===== src/rtl/store_data_unit_pkg.sv =====
// Shared types for the store data path: store size encoding, control bus layout and FSM states.
package store_data_unit_pkg;

  typedef logic bool;

  typedef enum logic [1:0] {
    ST_DWORD = 2'b00,
    ST_WORD  = 2'b01,
    ST_BYTE  = 2'b10
  } store_size_mux_e;

  typedef struct packed {
    bool             store_en;
    store_size_mux_e store_size;
  } control_bus_t;

  localparam logic [2:0] NO_OP       = 3'b000;
  localparam logic [2:0] STORE_DWORD = {1'b1, ST_DWORD};
  localparam logic [2:0] STORE_WORD  = {1'b1, ST_WORD};
  localparam logic [2:0] STORE_BYTE  = {1'b1, ST_BYTE};

  typedef enum logic {
    S_IDLE  = 1'b0,
    S_WRITE = 1'b1
  } state_e;

endpackage


===== src/rtl/store_data_unit_if.sv =====
// Data bus write port between the store unit (master) and the memory responder (slave).
interface store_data_unit_if;
  // Handshake: busWriteReq rises with address/data/byte enables already stable and holds them
  // until the slave raises busAck for one cycle (busError qualifies that ack) or the master times out.
  logic        busWriteReq;
  logic [31:0] busAddress;
  logic [31:0] busDataOut;
  logic [3:0]  busByteEn;
  logic        busAck;
  logic        busError;

  modport master (
    output busWriteReq, busAddress, busDataOut, busByteEn,
    input  busAck, busError
  );

  modport slave (
    input  busWriteReq, busAddress, busDataOut, busByteEn,
    output busAck, busError
  );
endinterface


===== src/rtl/store_data_unit_lane_aligner.sv =====
// Combinational big-endian lane placement: replicates the store data, builds byte enables
// and flags addresses the selected size cannot reach.
module store_data_unit_lane_aligner
  import store_data_unit_pkg::*;
(
  input  logic [1:0]  store_size,
  input  logic [1:0]  offset,
  input  logic [31:0] data_in,
  output logic [31:0] data_out,
  output logic [3:0]  byte_en,
  output logic        misaligned
);

  always_comb begin
    data_out   = '0;
    byte_en    = '0;
    misaligned = 1'b0;
    case (store_size)
      ST_BYTE: begin
        data_out = {4{data_in[7:0]}};
        case (offset)
          2'b00:   byte_en = 4'b1000;
          2'b01:   byte_en = 4'b0100;
          2'b10:   byte_en = 4'b0010;
          default: byte_en = 4'b0001;
        endcase
      end
      ST_WORD: begin
        data_out   = {2{data_in[15:0]}};
        byte_en    = offset[1] ? 4'b0011 : 4'b1100;
        misaligned = offset[0];
      end
      ST_DWORD: begin
        data_out   = data_in;
        byte_en    = 4'b1111;
        misaligned = |offset;
      end
      // Encoding 2'b11 is reserved and rejected like a misaligned access.
      default: misaligned = 1'b1;
    endcase
  end

endmodule


===== src/rtl/store_data_unit.sv =====
// Store unit: aligns B-register data onto the bus lanes and runs one write per store,
// reporting done, misalignment, bus error or timeout as single-cycle pulses.
module store_data_unit
  import store_data_unit_pkg::*;
#(
  parameter int TIMEOUT_CYCLES = 256
) (
  input  logic                clk,
  input  logic                reset,
  input  control_bus_t        storeControl,
  input  logic                exceptionPending,
  input  logic [31:0]         storeAddress,
  input  logic [31:0]         storeData,
  output logic                busy,
  output logic                storeDone,
  output logic                alignFault,
  output logic                busFault,
  output logic                busTimeout,
  output logic [31:0]         faultAddress,
  store_data_unit_if.master   bus,
  output state_e              dbg_state
);

  localparam int CNT_W = $clog2(TIMEOUT_CYCLES);
  localparam logic [CNT_W-1:0] CNT_LAST = CNT_W'(TIMEOUT_CYCLES - 1);

  logic [31:0] lane_data;
  logic [3:0]  lane_be;
  logic        lane_misaligned;

  store_data_unit_lane_aligner u_aligner (
    .store_size (storeControl.store_size),
    .offset     (storeAddress[1:0]),
    .data_in    (storeData),
    .data_out   (lane_data),
    .byte_en    (lane_be),
    .misaligned (lane_misaligned)
  );

  state_e             state_q, state_d;
  logic [CNT_W-1:0]   cnt_q, cnt_d;
  logic               req_q, req_d;
  logic [31:0]        addr_q, addr_d;
  logic [31:0]        data_q, data_d;
  logic [3:0]         be_q, be_d;
  logic               done_q, done_d;
  logic               align_q, align_d;
  logic               bfault_q, bfault_d;
  logic               tout_q, tout_d;
  logic [31:0]        fault_addr_q, fault_addr_d;

  always_comb begin
    state_d      = state_q;
    cnt_d        = cnt_q;
    req_d        = req_q;
    addr_d       = addr_q;
    data_d       = data_q;
    be_d         = be_q;
    done_d       = 1'b0;
    align_d      = 1'b0;
    bfault_d     = 1'b0;
    tout_d       = 1'b0;
    fault_addr_d = fault_addr_q;
    case (state_q)
      S_IDLE: begin
        if (storeControl.store_en && !exceptionPending) begin
          if (lane_misaligned) begin
            align_d      = 1'b1;
            fault_addr_d = storeAddress;
          end else begin
            // Full byte address is kept so a later fault reports what the core asked for.
            addr_d  = storeAddress;
            data_d  = lane_data;
            be_d    = lane_be;
            cnt_d   = '0;
            req_d   = 1'b1;
            state_d = S_WRITE;
          end
        end
      end
      S_WRITE: begin
        if (bus.busAck) begin
          req_d   = 1'b0;
          state_d = S_IDLE;
          if (bus.busError) begin
            bfault_d     = 1'b1;
            fault_addr_d = addr_q;
          end else begin
            done_d = 1'b1;
          end
        end else if (cnt_q == CNT_LAST) begin
          req_d        = 1'b0;
          state_d      = S_IDLE;
          tout_d       = 1'b1;
          fault_addr_d = addr_q;
        end else begin
          cnt_d = cnt_q + 1'b1;
        end
      end
      default: begin
        req_d   = 1'b0;
        state_d = S_IDLE;
      end
    endcase
  end

  always_ff @(posedge clk or negedge reset) begin
    if (!reset) begin
      state_q      <= S_IDLE;
      cnt_q        <= '0;
      req_q        <= 1'b0;
      addr_q       <= '0;
      data_q       <= '0;
      be_q         <= '0;
      done_q       <= 1'b0;
      align_q      <= 1'b0;
      bfault_q     <= 1'b0;
      tout_q       <= 1'b0;
      fault_addr_q <= '0;
    end else begin
      state_q      <= state_d;
      cnt_q        <= cnt_d;
      req_q        <= req_d;
      addr_q       <= addr_d;
      data_q       <= data_d;
      be_q         <= be_d;
      done_q       <= done_d;
      align_q      <= align_d;
      bfault_q     <= bfault_d;
      tout_q       <= tout_d;
      fault_addr_q <= fault_addr_d;
    end
  end

  assign busy            = (state_q == S_WRITE);
  assign storeDone       = done_q;
  assign alignFault      = align_q;
  assign busFault        = bfault_q;
  assign busTimeout      = tout_q;
  assign faultAddress    = fault_addr_q;
  assign dbg_state       = state_q;
  assign bus.busWriteReq = req_q;
  assign bus.busAddress  = {addr_q[31:2], 2'b00};
  assign bus.busDataOut  = data_q;
  assign bus.busByteEn   = be_q;

endmodule

===== src/flat_wrapper.sv =====
// flat-port wrapper written by rule: the top's interface ports become plain ports
module store_data_unit_flat import store_data_unit_pkg::*;
#(
  parameter int TIMEOUT_CYCLES = 256
)
  (clk, reset, storeControl, exceptionPending, storeAddress, storeData, busy, storeDone, alignFault, busFault, busTimeout, faultAddress, dbg_state, bus_busWriteReq, bus_busAddress, bus_busDataOut, bus_busByteEn, bus_busAck, bus_busError);
  store_data_unit_if bus_i ();
  input  logic clk;
  input  logic reset;
  input  control_bus_t storeControl;
  input  logic exceptionPending;
  input  logic [31:0] storeAddress;
  input  logic [31:0] storeData;
  output logic busy;
  output logic storeDone;
  output logic alignFault;
  output logic busFault;
  output logic busTimeout;
  output logic [31:0] faultAddress;
  output state_e dbg_state;
  output wire logic [$bits(bus_i.busWriteReq)-1:0] bus_busWriteReq;
  output wire logic [$bits(bus_i.busAddress)-1:0] bus_busAddress;
  output wire logic [$bits(bus_i.busDataOut)-1:0] bus_busDataOut;
  output wire logic [$bits(bus_i.busByteEn)-1:0] bus_busByteEn;
  input wire logic [$bits(bus_i.busAck)-1:0] bus_busAck;
  input wire logic [$bits(bus_i.busError)-1:0] bus_busError;
  assign bus_busWriteReq = bus_i.busWriteReq;
  assign bus_busAddress = bus_i.busAddress;
  assign bus_busDataOut = bus_i.busDataOut;
  assign bus_busByteEn = bus_i.busByteEn;
  assign bus_i.busAck = bus_busAck;
  assign bus_i.busError = bus_busError;
  store_data_unit #(.TIMEOUT_CYCLES(TIMEOUT_CYCLES)) u_core (.clk(clk), .reset(reset), .storeControl(storeControl), .exceptionPending(exceptionPending), .storeAddress(storeAddress), .storeData(storeData), .busy(busy), .storeDone(storeDone), .alignFault(alignFault), .busFault(busFault), .busTimeout(busTimeout), .faultAddress(faultAddress), .bus(bus_i), .dbg_state(dbg_state));
endmodule

===== config.mk =====
export PLATFORM = sky130hd
export DESIGN_NAME = store_data_unit_flat
export DESIGN_NICKNAME = d
export VERILOG_FILES = /design/src/rtl/store_data_unit_pkg.sv /design/src/rtl/store_data_unit_if.sv /design/src/rtl/store_data_unit_lane_aligner.sv /design/src/rtl/store_data_unit.sv /design/src/flat_wrapper.sv
export SDC_FILE = /design/constraint.sdc
export NUM_CORES = 1
export LEC_CHECK = 0
export ABC_AREA = 1
export ABC_CLOCK_PERIOD_IN_PS = 2400
export CORE_UTILIZATION = 51
export DETAILED_ROUTE_END_ITERATION = 10
export PLACE_DENSITY = 0.86
export SETUP_SLACK_MARGIN = 0.05
export SYNTH_ARGS = -nofsm -noshare
export SYNTH_HDL_FRONTEND = slang
export SYNTH_HIERARCHICAL = 1
export SYNTH_SLANG_ARGS = --single-unit
export TNS_END_PERCENT = 30

===== constraint.sdc =====
create_clock -name clk -period 2.4 [get_ports clk]
set_clock_uncertainty 0.15 [all_clocks]
set_input_delay 0.48 -clock clk [delete_from_list [all_inputs] [get_ports clk]]
set_output_delay 0.48 -clock clk [all_outputs]
set_load 0.05 [all_outputs]

==> summary.md <==
| Metric | Value |
|---|---|
| Run status | `finished, violations left` |
| Failing checks | `hold timing` |
| CTS hold repair buffers | `0` |
| Synth cell count leaders | `nand2_1, dfrtp_1, o21ai_0` |
| Mapped cell area | `0.00578 mm2` |
| Yosys reg bits | `114` |
| Core area | `~0.011 mm2` |
| Largest net degree at the start of global routing | `around 120` |
| DR vias | `5254` |
| Vias in the first global route | `slightly above 5000` |
| CTS resizes | `0` |
| Antenna viol nets, final | `0` |
| Initial antenna violation count | `0` |
| Final setup vio count | `0` |
| Critical path arrival | `1630 ps` |
| Most used DFF post-synth | `dfrtp_1` |
| M2 GR Usage | `0.476` |
| WP buf/inv | `1` |
| Cells after Synth | `667` |
| Worst EP required | `1770 ps` |
| Final max-slew violation count | `0` |
| Min Hold Slack | `-7.98 ps` |
| Final Hold Fails | `5` |
| Area of the die | `0.0118 mm2` |
| FFs w/ async S/R, synth | `1.00` |
| FMAX | `443 MHz` |
| Period utilization | `0.942` |
| Sequential-to-total area share from yosys stat | `0.494` |
| Clk_lat worst skew | `410 ps` |
| Cell area after placement | `0.00744 mm2` |
| Worst-Margin Slew | `617 ps` |
| Clock Tree Buf Depth | `2` |
| Crit-path max FO | `3` |
| First-pass GRT wire length | `about 25000 um` |
| Power per cell area | `1100 mW/mm2` |
| Drt wl/cell | `16.7 um` |
| Synth Warn # | `6` |
| TritonRoute pass-1 iters | `5` |
| Crit path max-delay family | `buffers and inverters` |
| Yosys top cell area share | `0.494` |
| Die height | `108 um` |
| DR vias/cell | `5.46` |
| Num Clock Sinks | `114` |
| Grt total ovfl | `0` |
| Critical path's largest stage delay | `830 ps` |
| Setup TNS | `0 ps` |
| Critical path class | `reg2out` |
| Total CTS buffers | `17` |
| Final min period | `between 2000 and 2500 ps` |
| Setup Fix Bufs, Post-CTS | `0` |
| Max-cap violation count | `0` |
| Met1 GRT Util | `0.332` |
| Root Buffer | `clkbuf_16` |
| Number of port buffers | `between 150 and 200` |
| Count leader, synth | `nand2_1` |
| Row cnt | `38` |
| I/O pin total | `179` |
| Slowest-stage cell, CP | `clkdlybuf4s50_1` |
| Diode count | `0` |
| RSZ-0062 raised after global routing | `false` |
| Worst setup EP type | `primary output` |
| Fin nets | `882` |
| Post-synth EDFFs | `0` |
| HP Class | `in2async` |
| Tot GR Track Use | `0.282` |
| Share of post-route cells with drive strength above 1 | `0.127` |
| Post-route cell area | `between 0.008 and 0.009 mm2` |
| CTS tree | `yes` |
| Worst setup SP type | `flop` |
| Area grow syn2layout | `39.7%` |
| Syn avg cell area | `8.67 um2` |
| GP Congestion | `0.846` |
| Worst-path cell chain | `clkdlybuf4s50_1` |
| H-tree level count | `4` |
| Slew Limit Headroom | `0.589` |
| Met3 Track Usage GR | `0.0940` |
| Busiest grt layer | `met2` |
| First DRT Iteration DRCs | `458` |
| Initial Utilization | `0.529` |
| Synth cell types | `27` |
| Synth area leaders | `dfrtp_1, nand2_1, mux2_2, o21ai_0, buf_4` |
| Die W | `108 um` |
| Leading area contributor after synthesis | `dfrtp_1` |
| DRC violations left | `0` |
| Pleak | `3.86 nW` |
| Clock Pin Slew Worst Setup and Hold Paths | `50 ps` |
| DP HPWL | `roughly 11000 um` |
| Fill cell count | `761` |
| Max VDD drop | `661 uV` |
| DRT Wirelength | `16100 um` |
## where the power goes
group | internal (mW) | switching, mW
clock | 1.79 | 0.887
combinational | 1.19 | 2.34
sequential | 2.39 | 0.318
total | 5.37 | 3.54
## worst reg2reg max path, cell delays in order (launching register included)
cell and delay, ps:
dfrtp_1 410, ha_1 220, nand2_2 100, nor2_2 140, nand2_1 80, nand2_2 290
buf_4 350, nand4_1 150, nand2_1 120
## cell type report
class	count	area, um2	share of cell area
well taps	140	175	0.0217
clock inverters	13	183	0.0226
clock buffers	19	453	0.0561
inverters	57	214	0.0265
multi-input cells	425	2190	0.272
flip-flops and latches	114	2850	0.354
repair buffers	194	2000	0.248
## sequential cells by signal, summed over array words and instances, names as in the netlist
register                cells
u_core/bus.busDataOut      32
u_core/bus.busWriteReq      1
u_core/cnt_q                8
u_core/addr_q              32
u_core/faultAddress        32
u_core/busTimeout           1
u_core/busFault             1
u_core/bus.busByteEn        4
u_core/storeDone            1
u_core/alignFault           1
u_core/busy                 1
## cells by family after synthesis
group | Yosys count | synth area share
AO/OA/AOI/OAI | 72 | 0.0628
multiplexers | 36 | 0.0721
buffers and inverters | 129 | 0.129
XOR/XNOR | 3 | 0.00455
other | 1 | 0.000649
AND/OR/NAND/NOR | 311 | 0.235
adder cells (fa/ha/maj) | 1 | 0.00216
flip-flops | 114 | 0.494
## layout by cell type (no fill, tap or decap), types with 2 or more instances in the layout
cell,instances
nor2_2,2
o21ai_0,70
buf_4,12
bufinv_16,4
xor2_1,3
inv_1,54
dfrtp_1,113
clkinvlp_4,4
clkdlybuf4s50_1,173
clkinv_2,3
nand2_2,3
mux2_2,33
inv_2,3
clkbuf_8,2
nand3_2,3
nand3_1,48
mux2_4,3
nor2_4,2
nand2_1,197
clkbuf_16,17
conb_1,2
buf_12,9
nand4_1,32
nor2_1,21
## through the flow
step	hold slack, ps	power, mW	cells	utilization	setup slack (ps)
floorplan	34.4	5.09	668	-	455
global placement	306	6.16	930	0.680	72.0
detailed placement	308	6.24	930	0.680	13.7
CTS	29.9	8.96	962	0.738	126
global route	53.1	9.27	962	0.738	94.0
finish	-7.98	8.91	962	0.738	140
## routing by layer
| layer | share of wire | vias to the layer above |
|---|---|---|
| met5 | 0 | - |
| met4 | 0.020 | 0 |
| met3 | 0.10 | 36 |
| met2 | 0.50 | 338 |
| met1 | 0.38 | 2471 |
| li1 | - | 2409 |
## final timing paths
kind | startpoint | end | slack (ps) | cells after the start
min in group clk | u_core/faultAddress[18] | u_core/faultAddress[18] | 320 | 2
max in group asynchronous | reset | u_core/busy | 1630 | 2
min | reset | u_core/addr_q[19] | -8 | 2
max reg2reg | u_core/cnt_q[0] | u_core/faultAddress[17] | 310 | 8
max | u_core/addr_q[8] | bus_busAddress[8] | 140 | 1
min reg2reg | u_core/faultAddress[18] | u_core/faultAddress[18] | 320 | 2
No activity file was read; power rests on OpenSTA's default activity.
